**config.mk**
```make
export PLATFORM = sky130hd
export DESIGN_NAME = bin_to_bcd_seq
export DESIGN_NICKNAME = d
export VERILOG_FILES = /design/src/rtl/bcd_pkg.sv /design/src/rtl/bcd_add3.sv /design/src/rtl/bin_to_bcd_seq.sv
export SDC_FILE = /design/constraint.sdc
export NUM_CORES = 1
export LEC_CHECK = 0
export BUFFER_PORTS_ARGS = -buffer_cell sky130_fd_sc_hd__clkbuf_2
export CAP_MARGIN = 10
export CORE_ASPECT_RATIO = 0.7
export CORE_UTILIZATION = 55
export CTS_BUF_LIST = sky130_fd_sc_hd__clkbuf_4
export DETAILED_ROUTE_END_ITERATION = 12
export GPL_ROUTABILITY_DRIVEN = 0
export HOLD_SLACK_MARGIN = 0.08
export PLACE_DENSITY_LB_ADDON = 0.1
export SYNTH_ARGS = -nofsm -noshare
export SYNTH_HDL_FRONTEND = slang
export SYNTH_SLANG_ARGS = --single-unit
```
**constraint.sdc**
```tcl
create_clock -name clk -period 2.35 [get_ports clk]
set_input_delay 0.235 -clock clk [delete_from_list [all_inputs] [get_ports clk]]
set_output_delay 0.235 -clock clk [all_outputs]
set_load 0.05 [all_outputs]
```
**src/rtl/bcd_pkg.sv**
```systemverilog
// Shared BCD types and constants for the binary-to-BCD converter and the display path.
package bcd_pkg;

   typedef logic [3:0]  bcd_digit_t;
   typedef logic [11:0] bcd3_t;

   localparam bcd3_t BCD_MAX     = 12'h999;
   localparam int    BCD_MAX_BIN = 999;

   typedef enum logic [1:0] {S_IDLE, S_CONVERT, S_LOAD} b2b_state_t;

endpackage

```
**src/rtl/bcd_add3.sv**
```systemverilog
// Double-dabble digit correction: add 3 to a BCD digit that is 5 or more.
module bcd_add3
   import bcd_pkg::*;
(
   input  logic [3:0] d_i,
   output logic [3:0] d_o
);

   bcd_digit_t sum;

   always_comb begin
      sum = d_i + 4'd3;
      d_o = (d_i >= 4'd5) ? sum : d_i;
   end

endmodule

```
**src/rtl/bin_to_bcd_seq.sv**
```systemverilog
// Iterative shift-add-3 binary-to-BCD converter; result held stable between conversions.
module bin_to_bcd_seq
   import bcd_pkg::*;
#(
   parameter int unsigned BIN_W = 10
) (
   input  logic             clk,
   input  logic             rst_n,
   input  logic             start,
   input  logic [BIN_W-1:0] bin,
   output logic             busy,
   output logic             done,
   output logic [11:0]      cdu,
   output logic             ovf
);

   localparam int unsigned CNT_W = $clog2(BIN_W + 1);

   b2b_state_t          state_q, state_d;
   logic [BIN_W-1:0]    shift_q, shift_d;
   logic [15:0]         scratch_q, scratch_d;
   logic [15:0]         adj;
   logic [CNT_W-1:0]    cnt_q, cnt_d;
   logic                ovf_pend_q, ovf_pend_d;
   logic                done_q, done_d;
   logic                ovf_q, ovf_d;
   bcd3_t               cdu_q, cdu_d;
   logic [16+BIN_W-1:0] shifted;

   // Four scratch digits so 1000..1023 never wrap during the shift.
   for (genvar i = 0; i < 4; i++) begin : g_add3
      bcd_add3 u_add3 (
         .d_i (scratch_q[4*i +: 4]),
         .d_o (adj[4*i +: 4])
      );
   end

   assign shifted = {adj, shift_q} << 1;

   always_comb begin
      state_d    = state_q;
      shift_d    = shift_q;
      scratch_d  = scratch_q;
      cnt_d      = cnt_q;
      ovf_pend_d = ovf_pend_q;
      done_d     = 1'b0;
      cdu_d      = cdu_q;
      ovf_d      = ovf_q;
      case (state_q)
         S_IDLE: begin
            if (start) begin
               shift_d    = bin;
               scratch_d  = '0;
               cnt_d      = CNT_W'(BIN_W);
               ovf_pend_d = (int'(bin) > BCD_MAX_BIN);
               state_d    = S_CONVERT;
            end
         end
         S_CONVERT: begin
            scratch_d = shifted[BIN_W +: 16];
            shift_d   = shifted[BIN_W-1:0];
            cnt_d     = cnt_q - CNT_W'(1);
            if (cnt_q == CNT_W'(1)) state_d = S_LOAD;
         end
         S_LOAD: begin
            cdu_d   = ovf_pend_q ? BCD_MAX : scratch_q[11:0];
            ovf_d   = ovf_pend_q;
            done_d  = 1'b1;
            state_d = S_IDLE;
         end
         default: state_d = S_IDLE;
      endcase
   end

   always_ff @(posedge clk or negedge rst_n) begin
      if (!rst_n) begin
         state_q    <= S_IDLE;
         shift_q    <= '0;
         scratch_q  <= '0;
         cnt_q      <= '0;
         ovf_pend_q <= 1'b0;
         done_q     <= 1'b0;
         cdu_q      <= '0;
         ovf_q      <= 1'b0;
      end else begin
         state_q    <= state_d;
         shift_q    <= shift_d;
         scratch_q  <= scratch_d;
         cnt_q      <= cnt_d;
         ovf_pend_q <= ovf_pend_d;
         done_q     <= done_d;
         cdu_q      <= cdu_d;
         ovf_q      <= ovf_d;
      end
   end

   assign busy = (state_q != S_IDLE);
   assign done = done_q;
   assign cdu  = cdu_q;
   assign ovf  = ovf_q;

endmodule

```
==> results of run 1 <==
## synthesized netlist by cell type, types with 2 or more instances
cell        n  share of area
and3_1      2         0.0059
buf_2       8          0.019
a32o_1      3          0.014
o21ai_0     3         0.0071
xnor2_1     2         0.0083
inv_1      15          0.027
o21a_1      3          0.011
ha_1        8          0.047
nor2_1     17          0.030
o2111ai_1   6          0.025
o32ai_1     2         0.0083
o21ai_1    10          0.024
o211ai_1    3          0.011
dfrtp_1    43           0.51
nor2b_1     4          0.012
o31ai_1    10          0.036
nand2_1    39          0.069
nand2b_1    5          0.015
buf_6       2          0.011
o221ai_2    3          0.021
a31oi_1    10          0.030
## stage by stage
step / hold WS [ns] / instances / worst slack [ns] / utilization
floorplan: -0.0606 / 213 / 1.06 / -
global placement: 0.334 / 281 / 0.731 / 0.626
detailed placement: 0.341 / 281 / 0.622 / 0.626
CTS: 0.100 / 288 / 0.593 / 0.641
global route: 0.109 / 288 / 0.398 / 0.641
finish: 0.106 / 288 / 0.592 / 0.641
## logic make-up (layout without fill, tap and decap cells)
kind of cell	count (synthesis)	count (layout)	share of synthesized area
XOR/XNOR	3	3	0.0125
flip-flops	43	43	0.510
adder cells (fa/ha/maj)	8	8	0.0475
buffers and inverters	27	52	0.0617
multiplexers	1	1	0.00534
AO/OA/AOI/OAI	58	58	0.207
AND/OR/NAND/NOR	73	73	0.155
## routing by layer
layer  routed length [um]  vias up  global-route usage  part of all wire
met4                   30        0              0.0705            0.0073
li1                     -      802                   -                 -
met5                    0        -                   0                 0
met1                 1990      780               0.296              0.48
met2                 1920       27               0.374              0.47
met3                  162        5              0.0610             0.040
## repair_timing
action / 4_1_cts / 5_1_grt
hold buffers: 1 / 0
buffers inserted: 0 / 0
endpoints found under the hold margin: 43 / 0
## sequential cells by signal (all words and copies together), names as in the netlist
register,flops
ovf,1
ovf_pend_q,1
shift_q,10
state_q,2
cnt_q,4
done,1
scratch_q,12
cdu,12
## power by group through the flow
stage / sequential (mW) / combinational [mW] / clock (mW)
after detailed placement: 1.24 / 1.39 / 0
final: 1.23 / 1.39 / 0.332
after global routing: 1.26 / 1.56 / 0.374
after floorplan: 1.40 / 0.939 / 0
after global placement: 1.22 / 1.34 / 0
after CTS: 1.22 / 1.40 / 0.342
## cell type report
type,count,area (um2)
clock buffers,6,45.0
fillers,294,1290
inverters,15,56.3
multi-input cells,143,902
flip-flops and latches,43,1080
well taps,50,62.6
repair buffers,31,168
## critical path, stage by stage (launching register included)
cell and delay, ns:
dfrtp_1 0.48, nand2b_1 0.60, o31ai_1 0.43, a32o_1 0.18
## worst min-delay path by stage
| stage | end | slack, ns | cells after the start |
|---|---|---|---|
| 2_1_floorplan | cdu[0] | -0.06 | 0 |
| 3_3_place_gp | shift_q[7] | 0.33 | 2 |
| 3_5_place_dp | cdu[1] | 0.34 | 2 |
| 4_1_cts | shift_q[2] | 0.10 | 3 |
| 5_1_grt | shift_q[4] | 0.11 | 3 |
| 6_report | shift_q[2] | 0.11 | 3 |
==> results.sh, run 1 <==
export IMPL_combPwrFrac=0.471
export IMPL_end_kind="flop"
export IMPL_cp_endpoint="scratch_q[7]"
export IMPL_drtIter0Drc=87
export IMPL_cts_tree="yes"
export IMPL_p_leak_nw=1.09
export IMPL_drv_cap=0
export IMPL_placed_cell_area_um2=2250
export IMPL_die_x_um=76
export IMPL_r2r_start="state_q[1]"
export IMPL_finalNetCount=260
export IMPL_syn_nets=234
export IMPL_synth_seq_cells=43
export IMPL_layout_common_cells="dfrtp_1 (43), nand2_1 (39), clkbuf_2 (27), nor2_1 (17), inv_1 (15)"
export IMPL_core_area_um2=3600
export IMPL_rsz0062_at_grt="no"
export IMPL_mostFrequentLayoutCell="dfrtp_1"
export IMPL_area_growth_synth_to_final_pct=9.56
export IMPL_wirelength_um=4100
export IMPL_cts_clk_slew_worst_paths_ns=0.12
export IMPL_p_per_area_nw_per_um2=1280
export IMPL_hold_viol=0
export IMPL_p_sw_mw=1.30
export IMPL_reg2reg_to="scratch_q[7]"
export IMPL_r2r_slack_ns=0.59
export IMPL_vias=1614
export IMPL_clockBufferDepth=2
export IMPL_fin_skew_ns=0.00748
export IMPL_yosys_warnings=0
export IMPL_final_area_um2=2310
export IMPL_rows=18
export IMPL_worstSetupStartpoint="state_q[1]"
export IMPL_tightestPinTransition_ns=0.920
export IMPL_routed_via_density=5.60
export IMPL_io_pins=28
export IMPL_avgSynthCellArea_um2=9.90
export IMPL_ys_async_sr_fraction=1.00
export IMPL_path_class="flop to flop"
export IMPL_die_h_um=53.8
export IMPL_placement_io_buffers=27
export IMPL_drive_above_1_share=0.185
export IMPL_timing_slew_headroom=0.387
export IMPL_antenna_found_initial=0
export IMPL_p_clk_frac=0.113
export IMPL_slew_viol_final=0
export IMPL_grt_overflow_total=0
export IMPL_first_pass_iters=4
export IMPL_p_sw_frac=0.443
export IMPL_setup_tns_ns=0
export IMPL_startpoint_type="flop"
export IMPL_cts_root_buf="clkbuf_4"
export IMPL_max_vdd_ir_drop_v=0.000797
export IMPL_hold_start="bin[2]"
export IMPL_setup_violations=0
export IMPL_syn_inst=213
export IMPL_drc=0
export IMPL_postRouteAntennaNets=0
export IMPL_internal_power_mw=1.64
export IMPL_grt_pass1_wl_um=6960
export IMPL_seqPwrFrac=0.417
export IMPL_hpwl_um=2920
export IMPL_cp_max_fo=26
export IMPL_power_mw=2.95
export IMPL_grt_max_degree=44
export IMPL_max_freq_ghz=0.569
export IMPL_die_area_um2=4090
export IMPL_required_ns=2.63
export IMPL_hold_class="primary input to flop"
export IMPL_ff2ff_path_depth=3
export IMPL_cts_htree_levels=2
export IMPL_finalCritPeriodShare=0.748
export IMPL_ys_seq_area_frac=0.510
export IMPL_grt_usage=0.225
export IMPL_synth_main_ff_cell="dfrtp_1"
export IMPL_wl_per_cell_um=14.2
export IMPL_arrival_ns=2.04
export IMPL_cts_buffers=5
export IMPL_grt_pass1_vias=1521
export IMPL_initial_core_util=0.585
export IMPL_clkLatencyLatePin_ns=0.34
export IMPL_synth_area_um2=2110
export IMPL_synth_edff_count=0
export IMPL_diodes=0
export IMPL_outcome="finished clean"
export IMPL_cts_resized=0
export IMPL_synth_cell_types=36
export IMPL_cts_sinks=43
export IMPL_period_minus_slack_ns=1.76
(Power assumes the default switching activity.)
==> inputs of run 2 (changes only) <==
--- a/config.mk
+++ b/config.mk
@@ -8,7 +8,7 @@
 export BUFFER_PORTS_ARGS = -buffer_cell sky130_fd_sc_hd__clkbuf_2
 export CAP_MARGIN = 10
 export CORE_ASPECT_RATIO = 0.7
-export CORE_UTILIZATION = 55
+export CORE_UTILIZATION = 53
 export CTS_BUF_LIST = sky130_fd_sc_hd__clkbuf_4
 export DETAILED_ROUTE_END_ITERATION = 12
 export GPL_ROUTABILITY_DRIVEN = 0
==> constraint.sdc (replaced) <==
create_clock -name clk -period 1.45 [get_ports clk]
set_input_delay 0.145 -clock clk [delete_from_list [all_inputs] [get_ports clk]]
set_output_delay 0.145 -clock clk [all_outputs]
set_load 0.05 [all_outputs]
==> run 2 against run 1 <==
Final cell count grew 11%. Critical path type unchanged. Clock skew about the same. Core utilization grew 8.5 points. Clock-buffer cell count grew 1. Critical endpoint is now scratch_q[4]. Critical path depth is 2 higher. Routed wire length rose by 23%. Largest cell class unchanged. Total power grew 82%. Worst setup slack got worse by 0.58 ns. Sequential power increased by 61%. Via count increased by 11%. Clock power rose by 82%. Fmax increased by 23%.
==> results.sh, run 2 (same netlist as run 1, synthesis figures left out) <==
export IMPL_vias=1790
export IMPL_crit_cells=5
export IMPL_p_leak_nw=1.25
export IMPL_critPathTopFamily="compound AO/OA/AOI/OAI gates"
export IMPL_drive_above_1_share=0.305
export IMPL_rsz0062_at_grt="yes"
export IMPL_wirelength_um=5060
export IMPL_cts_htree_levels=2
export IMPL_grt_overflow_total=0
export IMPL_grt_usage=0.256
export IMPL_cts_buffers=5
export IMPL_hpwl_um=3360
export IMPL_mostFrequentLayoutCell="dfrtp_1"
export IMPL_drtIter0Drc=116
export IMPL_wl_per_cell_um=15.9
export IMPL_clockBufferDepth=2
export IMPL_crit_path_cell_trace="inv_2, ha_4, nor2b_2, o21a_1, o32ai_2"
export IMPL_max_vdd_ir_drop_v=0.00121
export IMPL_end_kind="flop"
export IMPL_post_place_ws_ns=-0.0669
export IMPL_n_fill_cell=275
export IMPL_placement_io_buffers=27
export IMPL_core_area_um2=3670
export IMPL_cp_num_buf_inv=1
export IMPL_die_x_um=77.4
export IMPL_diodes=0
export IMPL_power_mw=5.37
export IMPL_die_area_um2=4240
export IMPL_initial_core_util=0.574
export IMPL_cts_sinks=43
export IMPL_io_pins=28
export IMPL_startpoint_type="flop"
export IMPL_slowest_stage="dfrtp_1"
export IMPL_drc=0
export IMPL_postRouteAntennaNets=0
export IMPL_cts_clk_slew_worst_paths_ns=0.12
export IMPL_finalCritPeriodShare=0.989
export IMPL_timing_slew_headroom=0.640
export IMPL_routed_via_density=5.61
export IMPL_period_minus_slack_ns=1.43
export IMPL_cts_tree="yes"
export IMPL_arrival_ns=1.69
export IMPL_hold_class="primary input to flop"
export IMPL_setup_violations=0
export IMPL_finalNetCount=289
export IMPL_cp_max_fo=4
export IMPL_max_freq_ghz=0.697
export IMPL_fin_skew_ns=0.00790
export IMPL_cts_root_buf="clkbuf_4"
export IMPL_ff2ff_path_depth=5
export IMPL_first_pass_iters=5
export IMPL_grt_max_degree=44
export IMPL_drv_cap=0
export IMPL_grt_pass1_vias=1811
export IMPL_r2r_slack_ns=0.02
export IMPL_final_setup_worst_slack_ns=0.0158
export IMPL_hold_viol=0
export IMPL_tightestPinTransition_ns=0.539
export IMPL_outcome="finished clean"
export IMPL_antenna_found_initial=0
export IMPL_required_ns=1.70
export IMPL_max_stage_delay_ns=0.41
export IMPL_layout_common_cells="dfrtp_1 (41), nand2_1 (38), clkbuf_2 (26), buf_4 (20), nor2_1 (17)"
export IMPL_grt_pass1_wl_um=8220
export IMPL_rows=18
export IMPL_p_per_area_nw_per_um2=2020
export IMPL_die_h_um=54.8
export IMPL_slew_viol_final=0
export IMPL_clkLatencyLatePin_ns=0.35
export IMPL_area_growth_synth_to_final_pct=26.3
export IMPL_path_class="flop to flop"
export IMPL_min_path_cells=3
[run 2: per-stage QoR]
step	setup TNS, ns	instances	hold slack [ns]	util	cell area (um2)
2_1_floorplan	0	213	-0.151	-	2110
3_3_place_gp	0	290	0.240	0.636	2330
3_5_place_dp	-0.108	290	0.254	0.636	2330
4_1_cts	0	313	0.273	0.699	2570
5_1_grt	-0.108	319	0.325	0.726	2660
6_report	0	319	0.312	0.726	2660
[run 2: layout make-up]
cell class              instances  area, um2  area share
repair buffers                 60        437       0.164
inverters                      15       56.3      0.0211
clock inverters                 1       5.00     0.00188
clock buffers                   7       52.6      0.0197
flip-flops and latches         43       1080       0.405
well taps                      50       62.6      0.0235
multi-input cells             143        972       0.365
[run 2: layer usage]
| metal | GRT usage | part of all wire | vias to the layer above | wire (um) |
|---|---|---|---|---|
| met1 | 0.320 | 0.45 | 882 | 2290 |
| li1 | - | - | 859 | - |
| met5 | 0 | 0 | - | 0 |
| met4 | 0.0943 | 0.015 | 0 | 75 |
| met2 | 0.453 | 0.50 | 40 | 2520 |
| met3 | 0.0533 | 0.033 | 9 | 167 |
[run 2: timing repair]
action	CTS	global route
hold buffers	11	0
endpoints found under the hold margin	53	0
resized for setup	10	15
endpoints found under the setup margin	9	20
pin swaps	0	3
setup buffers	4	6
[run 2: worst paths after layout]
kind,start,end
min in group asynchronous,rst_n,shift_q[7]
max,scratch_q[1],scratch_q[4]
min,start,scratch_q[0]
max reg2reg,scratch_q[1],scratch_q[4]
min reg2reg,cdu[6],cdu[6]
max in group asynchronous,rst_n,state_q[1]
[run 2: where the power goes]
group          internal [mW]  total, mW  leakage (nW)  switching (mW)
Clock                  0.227      0.605        0.0361           0.378
Combinational           1.14       2.79         0.665            1.65
Sequential              1.65       1.98         0.548           0.335
[run 2: worst register-to-register path, cell delays in order (launching register included)]
cell and delay, ns:
dfrtp_1 0.41, inv_2 0.08, ha_4 0.16, nor2b_2 0.16
o21a_1 0.22, o32ai_2 0.29
